`src/rtl/arb_pkg.sv`:
```
// Shared constants and state encoding for the round-robin grant controller.
package arb_pkg;

  localparam int unsigned DEFAULT_N         = 8;
  localparam int unsigned DEFAULT_MAX_BEATS = 16;

  // Two-state controller encoding kept as plain constants for legacy tools.
  typedef logic [0:0] state_t;
  localparam state_t ST_IDLE  = 1'b0;
  localparam state_t ST_GRANT = 1'b1;

endpackage : arb_pkg

```
`src/rtl/rr_grant_ctrl_if.sv`:
```
// Requester-bank / shared-resource signal bundle for rr_grant_ctrl.
interface rr_grant_ctrl_if
  import arb_pkg::*;
#(
  parameter int unsigned N = DEFAULT_N
);

  localparam int unsigned IDXW = $clog2(N);
  localparam int unsigned CNTW = $clog2(N + 1);

  logic [N-1:0]    reqs_i;
  logic            ready_i;
  logic            last_i;
  logic            grant_vld_o;
  logic [IDXW-1:0] grant_idx_o;
  logic [N-1:0]    grant_oh_o;
  logic [IDXW-1:0] lowp_o;
  logic [CNTW-1:0] cnt_o;
  logic            busy_o;

  // Controller side.
  modport slave (
    input  reqs_i,
    input  ready_i,
    input  last_i,
    output grant_vld_o,
    output grant_idx_o,
    output grant_oh_o,
    output lowp_o,
    output cnt_o,
    output busy_o
  );

  // Requester bank / resource side.
  modport master (
    output reqs_i,
    output ready_i,
    output last_i,
    input  grant_vld_o,
    input  grant_idx_o,
    input  grant_oh_o,
    input  lowp_o,
    input  cnt_o,
    input  busy_o
  );

endinterface : rr_grant_ctrl_if

```
`src/rtl/rr_pick.sv`:
```
// Rotating first-set-bit search: lowest offset from ptr (mod N) wins.
module rr_pick
  import arb_pkg::*;
#(
  parameter int unsigned N    = DEFAULT_N,
  parameter int unsigned IDXW = $clog2(N)
) (
  input  logic [N-1:0]    reqs,
  input  logic [IDXW-1:0] ptr,
  output logic [IDXW-1:0] idx,
  output logic            found
);

  // Scan offsets from farthest to nearest so the nearest set bit wins last.
  always_comb begin
    int unsigned pos;
    idx   = '0;
    found = 1'b0;
    pos   = 0;
    for (int k = int'(N) - 1; k >= 0; k--) begin
      pos = 32'(ptr) + 32'(k);
      if (pos >= N) begin
        pos = pos - N;
      end
      if (reqs[pos[IDXW-1:0]]) begin
        idx   = pos[IDXW-1:0];
        found = 1'b1;
      end
    end
  end

endmodule : rr_pick

```
`src/rtl/rr_grant_ctrl.sv`:
```
// Fair round-robin owner of a shared multi-beat resource among N requesters.
module rr_grant_ctrl
  import arb_pkg::*;
#(
  parameter int unsigned N         = DEFAULT_N,
  parameter int unsigned MAX_BEATS = DEFAULT_MAX_BEATS
) (
  input  logic            clk_i,
  input  logic            rst_ni,
  rr_grant_ctrl_if.slave  bus
);

  localparam int unsigned IDXW = $clog2(N);
  localparam int unsigned CNTW = $clog2(N + 1);
  localparam int unsigned BW   = $clog2(MAX_BEATS + 1);

  state_t          state_q, state_d;
  logic [IDXW-1:0] lowp_q, lowp_d;
  logic [BW-1:0]   beats_q, beats_d;
  logic            gvld_q, gvld_d;
  logic [IDXW-1:0] gidx_q, gidx_d;
  logic [N-1:0]    goh_q, goh_d;
  logic [CNTW-1:0] cnt_q, cnt_d;
  logic            busy_q, busy_d;

  logic [IDXW-1:0] pick_idx;
  logic            pick_found;

  rr_pick #(
    .N    (N),
    .IDXW (IDXW)
  ) u_pick (
    .reqs  (bus.reqs_i),
    .ptr   (lowp_q),
    .idx   (pick_idx),
    .found (pick_found)
  );

  // Next-state: arbitration in IDLE, beat tracking and release in GRANT.
  always_comb begin
    logic            release_c;
    logic            win_req_c;
    logic [BW-1:0]   beats_inc_c;

    state_d     = state_q;
    lowp_d      = lowp_q;
    beats_d     = beats_q;
    gvld_d      = gvld_q;
    gidx_d      = gidx_q;
    goh_d       = goh_q;
    cnt_d       = '0;
    busy_d      = busy_q;
    release_c   = 1'b0;
    win_req_c   = bus.reqs_i[gidx_q];
    beats_inc_c = beats_q + BW'(1);

    // Population count of the live request vector, every cycle.
    for (int i = 0; i < int'(N); i++) begin
      cnt_d = cnt_d + CNTW'(bus.reqs_i[i]);
    end

    case (state_q)
      ST_IDLE: begin
        if (pick_found) begin
          gidx_d           = pick_idx;
          goh_d            = '0;
          goh_d[pick_idx]  = 1'b1;
          gvld_d           = 1'b1;
          state_d          = ST_GRANT;
        end
      end
      ST_GRANT: begin
        // Abort outranks any beat presented on the same cycle.
        if (!win_req_c) begin
          release_c = 1'b1;
        end else if (gvld_q && bus.ready_i) begin
          beats_d = beats_inc_c;
          if (bus.last_i || (beats_inc_c == BW'(MAX_BEATS))) begin
            release_c = 1'b1;
          end
        end
      end
      default: begin
        state_d = ST_IDLE;
      end
    endcase

    // Release: rotate pointer past the winner; grant_idx keeps its value.
    if (release_c) begin
      lowp_d  = (gidx_q == IDXW'(N - 1)) ? '0 : gidx_q + IDXW'(1);
      beats_d = '0;
      gvld_d  = 1'b0;
      goh_d   = '0;
      state_d = ST_IDLE;
    end

    busy_d = (state_d == ST_GRANT);
  end

  // State and output registers.
  always_ff @(posedge clk_i or negedge rst_ni) begin
    if (!rst_ni) begin
      state_q <= ST_IDLE;
      lowp_q  <= '0;
      beats_q <= '0;
      gvld_q  <= 1'b0;
      gidx_q  <= '0;
      goh_q   <= '0;
      cnt_q   <= '0;
      busy_q  <= 1'b0;
    end else begin
      state_q <= state_d;
      lowp_q  <= lowp_d;
      beats_q <= beats_d;
      gvld_q  <= gvld_d;
      gidx_q  <= gidx_d;
      goh_q   <= goh_d;
      cnt_q   <= cnt_d;
      busy_q  <= busy_d;
    end
  end

  assign bus.grant_vld_o = gvld_q;
  assign bus.grant_idx_o = gidx_q;
  assign bus.grant_oh_o  = goh_q;
  assign bus.lowp_o      = lowp_q;
  assign bus.cnt_o       = cnt_q;
  assign bus.busy_o      = busy_q;

endmodule : rr_grant_ctrl

```
`src/flat_wrapper.sv`:
```
// flat-port wrapper written by rule: the top's interface ports become plain ports
module rr_grant_ctrl_flat import arb_pkg::*;
#(
  parameter int unsigned N         = DEFAULT_N,
  parameter int unsigned MAX_BEATS = DEFAULT_MAX_BEATS
)
  (clk_i, rst_ni, bus_reqs_i, bus_ready_i, bus_last_i, bus_grant_vld_o, bus_grant_idx_o, bus_grant_oh_o, bus_lowp_o, bus_cnt_o, bus_busy_o);
  rr_grant_ctrl_if #(.N(N)) bus_i ();
  input  logic clk_i;
  input  logic rst_ni;
  input wire logic [$bits(bus_i.reqs_i)-1:0] bus_reqs_i;
  input wire logic [$bits(bus_i.ready_i)-1:0] bus_ready_i;
  input wire logic [$bits(bus_i.last_i)-1:0] bus_last_i;
  output wire logic [$bits(bus_i.grant_vld_o)-1:0] bus_grant_vld_o;
  output wire logic [$bits(bus_i.grant_idx_o)-1:0] bus_grant_idx_o;
  output wire logic [$bits(bus_i.grant_oh_o)-1:0] bus_grant_oh_o;
  output wire logic [$bits(bus_i.lowp_o)-1:0] bus_lowp_o;
  output wire logic [$bits(bus_i.cnt_o)-1:0] bus_cnt_o;
  output wire logic [$bits(bus_i.busy_o)-1:0] bus_busy_o;
  assign bus_i.reqs_i = bus_reqs_i;
  assign bus_i.ready_i = bus_ready_i;
  assign bus_i.last_i = bus_last_i;
  assign bus_grant_vld_o = bus_i.grant_vld_o;
  assign bus_grant_idx_o = bus_i.grant_idx_o;
  assign bus_grant_oh_o = bus_i.grant_oh_o;
  assign bus_lowp_o = bus_i.lowp_o;
  assign bus_cnt_o = bus_i.cnt_o;
  assign bus_busy_o = bus_i.busy_o;
  rr_grant_ctrl #(.N(N), .MAX_BEATS(MAX_BEATS)) u_core (.clk_i(clk_i), .rst_ni(rst_ni), .bus(bus_i));
endmodule
```
`config.mk`:
```
export PLATFORM = sky130hd
export DESIGN_NAME = rr_grant_ctrl_flat
export DESIGN_NICKNAME = d
export VERILOG_FILES = /design/src/rtl/arb_pkg.sv /design/src/rtl/rr_grant_ctrl_if.sv /design/src/rtl/rr_pick.sv /design/src/rtl/rr_grant_ctrl.sv /design/src/flat_wrapper.sv
export SDC_FILE = /design/constraint.sdc
export NUM_CORES = 1
export LEC_CHECK = 0
export ABC_AREA = 1
export CORE_MARGIN = 10
export CORE_UTILIZATION = 42
export DETAILED_ROUTE_END_ITERATION = 10
export GPL_ROUTABILITY_DRIVEN = 0
export PLACE_DENSITY = 0.66
export SYNTH_ARGS = -nofsm -noshare
export SYNTH_HDL_FRONTEND = slang
export SYNTH_SLANG_ARGS = --single-unit
```
`constraint.sdc`:
```
create_clock -name clk_i -period 2.1 [get_ports clk_i]
set_input_delay 0.42 -clock clk_i [delete_from_list [all_inputs] [get_ports clk_i]]
set_output_delay 0.42 -clock clk_i [all_outputs]
set_load 0.005 [all_outputs]
```
=== Word-level counts from Yosys, hierarchy flattened ===
Cells that the tools add are included.

* Register bits: 25
* Logic and storage cells: 126

* Add/subtract/negate cells: 24
* Mux-type cells: 62
* Bitwise operators: 1
* Order comparisons: 19
* Reduce and logical (&&, ||, !) cells: 10
* Equal/unequal tests: 3

{| class="wikitable"
|+ Operators with widths
! cell !! count
|-
| $mux W3 || 17
|-
| $lt A3 B4 Y1 const B || 10
|-
| $ge A4 B4 Y1 const B || 7
|-
| $mux W1 || 28
|-
| $bmux W1 S3 || 9
|-
| $add A4 B1 Y4 || 6
|-
| $mux W8 || 3
|-
| $sub A3 B1 Y3 const B || 8
|-
| $mux W5 || 4
|-
| $add A3 B3 Y4 const B || 4
|-
| $add A3 B2 Y4 const B || 2
|-
| $reduce_bool A2 Y1 || 4
|-
| $add A5 B1 Y5 const B || 1
|-
| $eq A5 B5 Y1 const B || 1
|-
| $add A3 B1 Y4 const B || 1
|-
| $ge A3 B4 Y1 const B || 1
|-
| $reduce_and A2 Y1 || 2
|-
| $add A3 B1 Y3 const B || 1
|-
| $demux W1 S3 || 1
|-
| $eq A3 B3 Y1 const B || 1
|-
| $ge A3 B1 Y1 const B || 1
|-
| $reduce_and A3 Y1 || 1
|-
| $add A1 B1 Y2 || 1
|-
| $logic_and A1 B1 Y1 || 2
|-
| 3 further kinds || 3
|}

=== Logic depth before layout (Yosys ltp) ===
* Depth in word-level cells: 20
* Mapped depth: 19
* Depth with buffers taken out: 16

=== Modules after synthesis ===
Synthesis repeated with hierarchy kept, for this count alone.

* Cells, all modules: 276
* Area, all modules: 2,098.3 um2

{| class="wikitable"
|+ Modules (own cells, without submodules)
! module !! cells each !! instances !! area each (um2) !! seq. area each (um2)
|-
| rr_grant_ctrl || 154 || 1 || 1,358.8 || 625.6
|-
| rr_pick || 122 || 1 || 739.5 || 0.0
|}

=== Worst setup path after synthesis ===
Ideal clock, no wire load.

* Kind: input port to flip-flop
* Start point: in bus_reqs_i[0]
* End point: reg u_core.cnt_q[2], in the netlist u_core.bus.cnt_o[2]
* Setup time: 0.123 ns
* Path slack: -0.537 ns
* Arrival: 2.514 ns
* Stages on the path: 7
* Data required time: 1.977 ns
* Path through: ha_1 > inv_1 > fa_1 > fa_1 > fa_1 > fa_1 > xnor2_1

* Longest elaborated chain between the ends: 7

{| class="wikitable"
|+ Ends and longest elaborated chain
! what !! RTL line !! source
|-
| start, declared || flat_wrapper.sv:11 || <nowiki>input wire logic [$bits(bus_i.reqs_i)-1:0] bus_reqs_i;</nowiki>
|-
| $add A1 B1 Y2 || rr_grant_ctrl.sv:59 || <nowiki>cnt_d = cnt_d + CNTW'(bus.reqs_i[i]);</nowiki>
|-
| $add A4 B1 Y4 (6 in series) || rr_grant_ctrl.sv:59 ||
|-
| via u_core.cnt_d[2] || rr_grant_ctrl.sv:23 || <nowiki>logic [CNTW-1:0] cnt_q, cnt_d;</nowiki>
|-
| end signal, assigned || rr_grant_ctrl.sv:118 || <nowiki>cnt_q <= cnt_d;</nowiki>
|-
| end, declared || rr_grant_ctrl.sv:23 ||
|}

The timed path passes the listed nets, and every way through them passes these cells.
A chain may end at the register's enable or synchronous reset.

=== Worst setup path after layout ===
* Start point: in bus_reqs_i[0]
* End point: reg u_core.cnt_q[1], in the netlist u_core.bus.cnt_o[1]

The elaborated chain is that of the path after synthesis.

==> impl_metrics.py <==
metrics = {
    "placement": {
        "post-place-ws_ns": -1.06,
        "io_buffers": 31,
        "dpl-instance-area_mm2": 0.00259,
        "dp.cells": 375,
        "dpl.hpwl_um": 4130,
    },
    "timing": {
        "worstMarginPinSlew_ns": 0.422,
        "rsz0062_at_grt": "yes",
        "setup_viol": 4,
        "min_period_ns": 2.52,
        "relSlewSlack_pct": 71.9,
        "clock_skew_ns": 0.00778,
        "worst_slack_ns": -0.417,
        "post-route-period-util_pct": 120,
        "setup_tns_ns": -0.943,
        "slew_viol_final": 0,
        "hold_violations": 0,
        "max_freq_mhz": 397,
    },
    "yosys": {
        "synth_compound_area_share_pct": 8.19,
        "synth_top_family_by_area": "simple AND/OR/NAND/NOR gates",
        "ys_async_sr_fraction_pct": 100,
        "avgSynthCellArea_um2": 7.44,
        "synthAdderAreaFrac_pct": 8.87,
        "netlist_top_cells_area": "dfrtp_1 (31%), nand2_1 (15%), nand3_1 (9.1%), ha_1 (4.9%), inv_1 (4.4%)",
        "yosys-mux-area-fraction_pct": 0,
        "synth_area_mm2": 0.00203,
        "synth_edf_count": 0,
        "synth-seq-cells": 25,
        "synth-seq-area-share_pct": 30.8,
        "ys_types": 32,
        "yosys-top-cells-count": "nand2_1 (81), nand3_1 (37), dfrtp_1 (25), inv_1 (24), nand2_2 (12)",
        "synth_simple_gate_area_share_pct": 40.0,
        "synth_ff_type": "dfrtp_1",
        "yosysMostFrequentCell": "nand2_1",
        "synth_xor_area_share_pct": 3.02,
        "ys_warn_count": 0,
        "yosys.area.top_type": "dfrtp_1",
        "syn_inst": 273,
        "synth_top_area_share_pct": 30.8,
        "synth_nets": 297,
    },
    "cells_and_area": {
        "syn_to_final_growth_pct": 31.1,
        "layout.cells.non_filler": 380,
        "fin_area_mm2": 0.00266,
        "drive_above_1_share_pct": 27.0,
        "finalNetCount": 351,
        "antenna_cells": 0,
    },
    "clocking": {
        "cts_max_level": 1,
        "cts.sinks": 25,
        "root_buffer": "clkbuf_8",
        "cts_tree": "built",
        "cts_max_path_buffers": 2,
        "numCtsBuffers": 3,
        "clock_latency_ns": 0.27,
        "clk_pin_slew_ns": 0.09,
    },
    "drt": {
        "wl_met1_um": 2250,
        "drtIter0Drc": 162,
        "wl_per_cell_um": 13.0,
        "routed_via_density": 5.09,
        "wl_met3_um": 184,
        "firstDrtPassIters": 4,
        "met2RoutedLength_um": 2480,
        "route.top_layer_used": "met4",
        "num_vias": 1934,
        "totalWireLength_um": 4950,
        "drcViolationCount": 0,
        "ant_nets": 0,
    },
    "global_routing": {
        "grt_pass1_vias": 1898,
        "grt_max_degree": 26,
        "grt_pass1_wl_um": 8780,
        "antenna_found_initial": 0,
        "grt_usage_pct": 13.6,
        "grt-ovfl-total": 0,
    },
    "setup_path": {
        "crit_type": "in2reg",
        "cp.required_ns": 2.26,
        "r2r_cells": 12,
        "crit_path_start": "bus_reqs_i[0]",
        "crit_buf_inv": 3,
        "cpPeakStageDelay_ns": 0.52,
        "start_kind": "input port",
        "arrival_ns": 2.68,
        "critPathCaptureType": "register",
        "cp.depth": 8,
        "crit_chain": "buf_6, ha_4, inv_2, fa_1, fa_1, fa_2, fa_2, inv_1",
        "cp_max_fo": 2,
        "rrSetupSlack_ns": 0,
        "rr_startpoint": "u_core.bus.lowp_o[0]",
        "crit_family": "adder cells",
        "slowest_stage": "fa_2",
    },
    "die": {
        "coreArea_mm2": 0.00469,
        "die-area_mm2": 0.00802,
        "rows": 25,
        "die_h_um": 89.6,
        "ios": 32,
        "die_w_um": 89.6,
        "initial_core_util_pct": 43.3,
    },
    "run": {
        "maxCapViolCount": 0,
    },
    "pwr": {
        "vdd_drop_max_v": 0.000895,
        "total_power_mw": 4.86,
        "leakagePower_nw": 1.34,
        "power_density_mw_per_mm2": 1820,
    },
    "hold_path": {
        "worstHoldStart": "u_core.bus.grant_oh_o[4]",
        "holdPathStages": 2,
        "hold_path.class": "reg2reg",
    },
    "status": {
        "violations": "setup timing",
        "run_status": "finished, violations left",
    },
}
cell usage in the layout (no fill, tap or decap), drive strengths merged:
cell type       n
a21oi          13
and2            1
buf            25
clkbuf          3
clkdlybuf4s15   1
clkdlybuf4s50  27
clkinv          1
clkinvlp        1
dfrtp          25
dlygate4sd2     1
fa              4
ha              8
inv            32
nand2          97
nand3          45
nand4           5
nor2           14
nor3            2
o211ai          1
o21ai          12
o31ai           1
xnor2           4
xor2            3
per-stage QoR:
stage	util [%]	hold WS, ns
floorplan	-	0.124
global placement	55.2	0.467
detailed placement	55.2	0.469
CTS	56.3	0.493
global route	56.8	0.523
finish	56.8	0.489
worst min-delay path, stage by stage, from the launching register on:
cell and delay (ns):
dfrtp_1 0.35, nand2_1 0.05, nand2_1 0.05
cell type report:
cell class              instances  area, um2
clock buffers                   3       41.3
clock inverters                 1       7.51
fillers                       446       2030
inverters                      33        134
multi-input cells             210       1300
flip-flops and latches         25        626
well taps                      54       67.6
repair buffers                 54        488
power by group:
part           switching [mW]  total, mW  internal [mW]
registers               0.164      0.793          0.629
clock network           0.150      0.284          0.134
logic                    2.27       3.78           1.51
total                    2.59       4.86           2.27
kinds of logic after synthesis:
family,after synthesis
flip-flops,25
adder cells (fa/ha/maj),12
XOR/XNOR,7
buffers and inverters,38
AND/OR/NAND/NOR,164
AO/OA/AOI/OAI,27
registers in the layout, summed over array words and instances, names as in the netlist:
register and cells:
u_core.bus.grant_vld_o 1, u_core.state_q 1, u_core.bus.cnt_o 4, u_core.bus.grant_idx_o 3
u_core.bus.grant_oh_o 8, u_core.bus.lowp_o 3, u_core.beats_q 5
metal layers:
layer  track usage, %  vias to the layer above
li1                 -                      992
met1             17.7                      898
met2             23.4                       38
met3             2.10                        6
met4             2.60                        0
met5                0                        -
what timing repair did:
| action | CTS | global route |
|---|---|---|
| setup endpoints to repair | 5 | 19 |
| resized for setup | 15 | 6 |
| buffers inserted | 0 | 1 |
| cloned | 0 | 0 |
| hold buffers | 0 | 0 |
| pin swaps | 5 | 6 |
final timing paths:
| kind | endpoint |
|---|---|
| max | u_core.bus.cnt_o[1] |
| min | u_core.bus.grant_oh_o[4] |
| max reg2reg | u_core.bus.grant_oh_o[0] |
| min reg2reg | u_core.bus.grant_oh_o[4] |
| max in group asynchronous | u_core.bus.lowp_o[1] |
| min in group asynchronous | u_core.bus.grant_oh_o[2] |
Power figures use the tool's default switching activity.
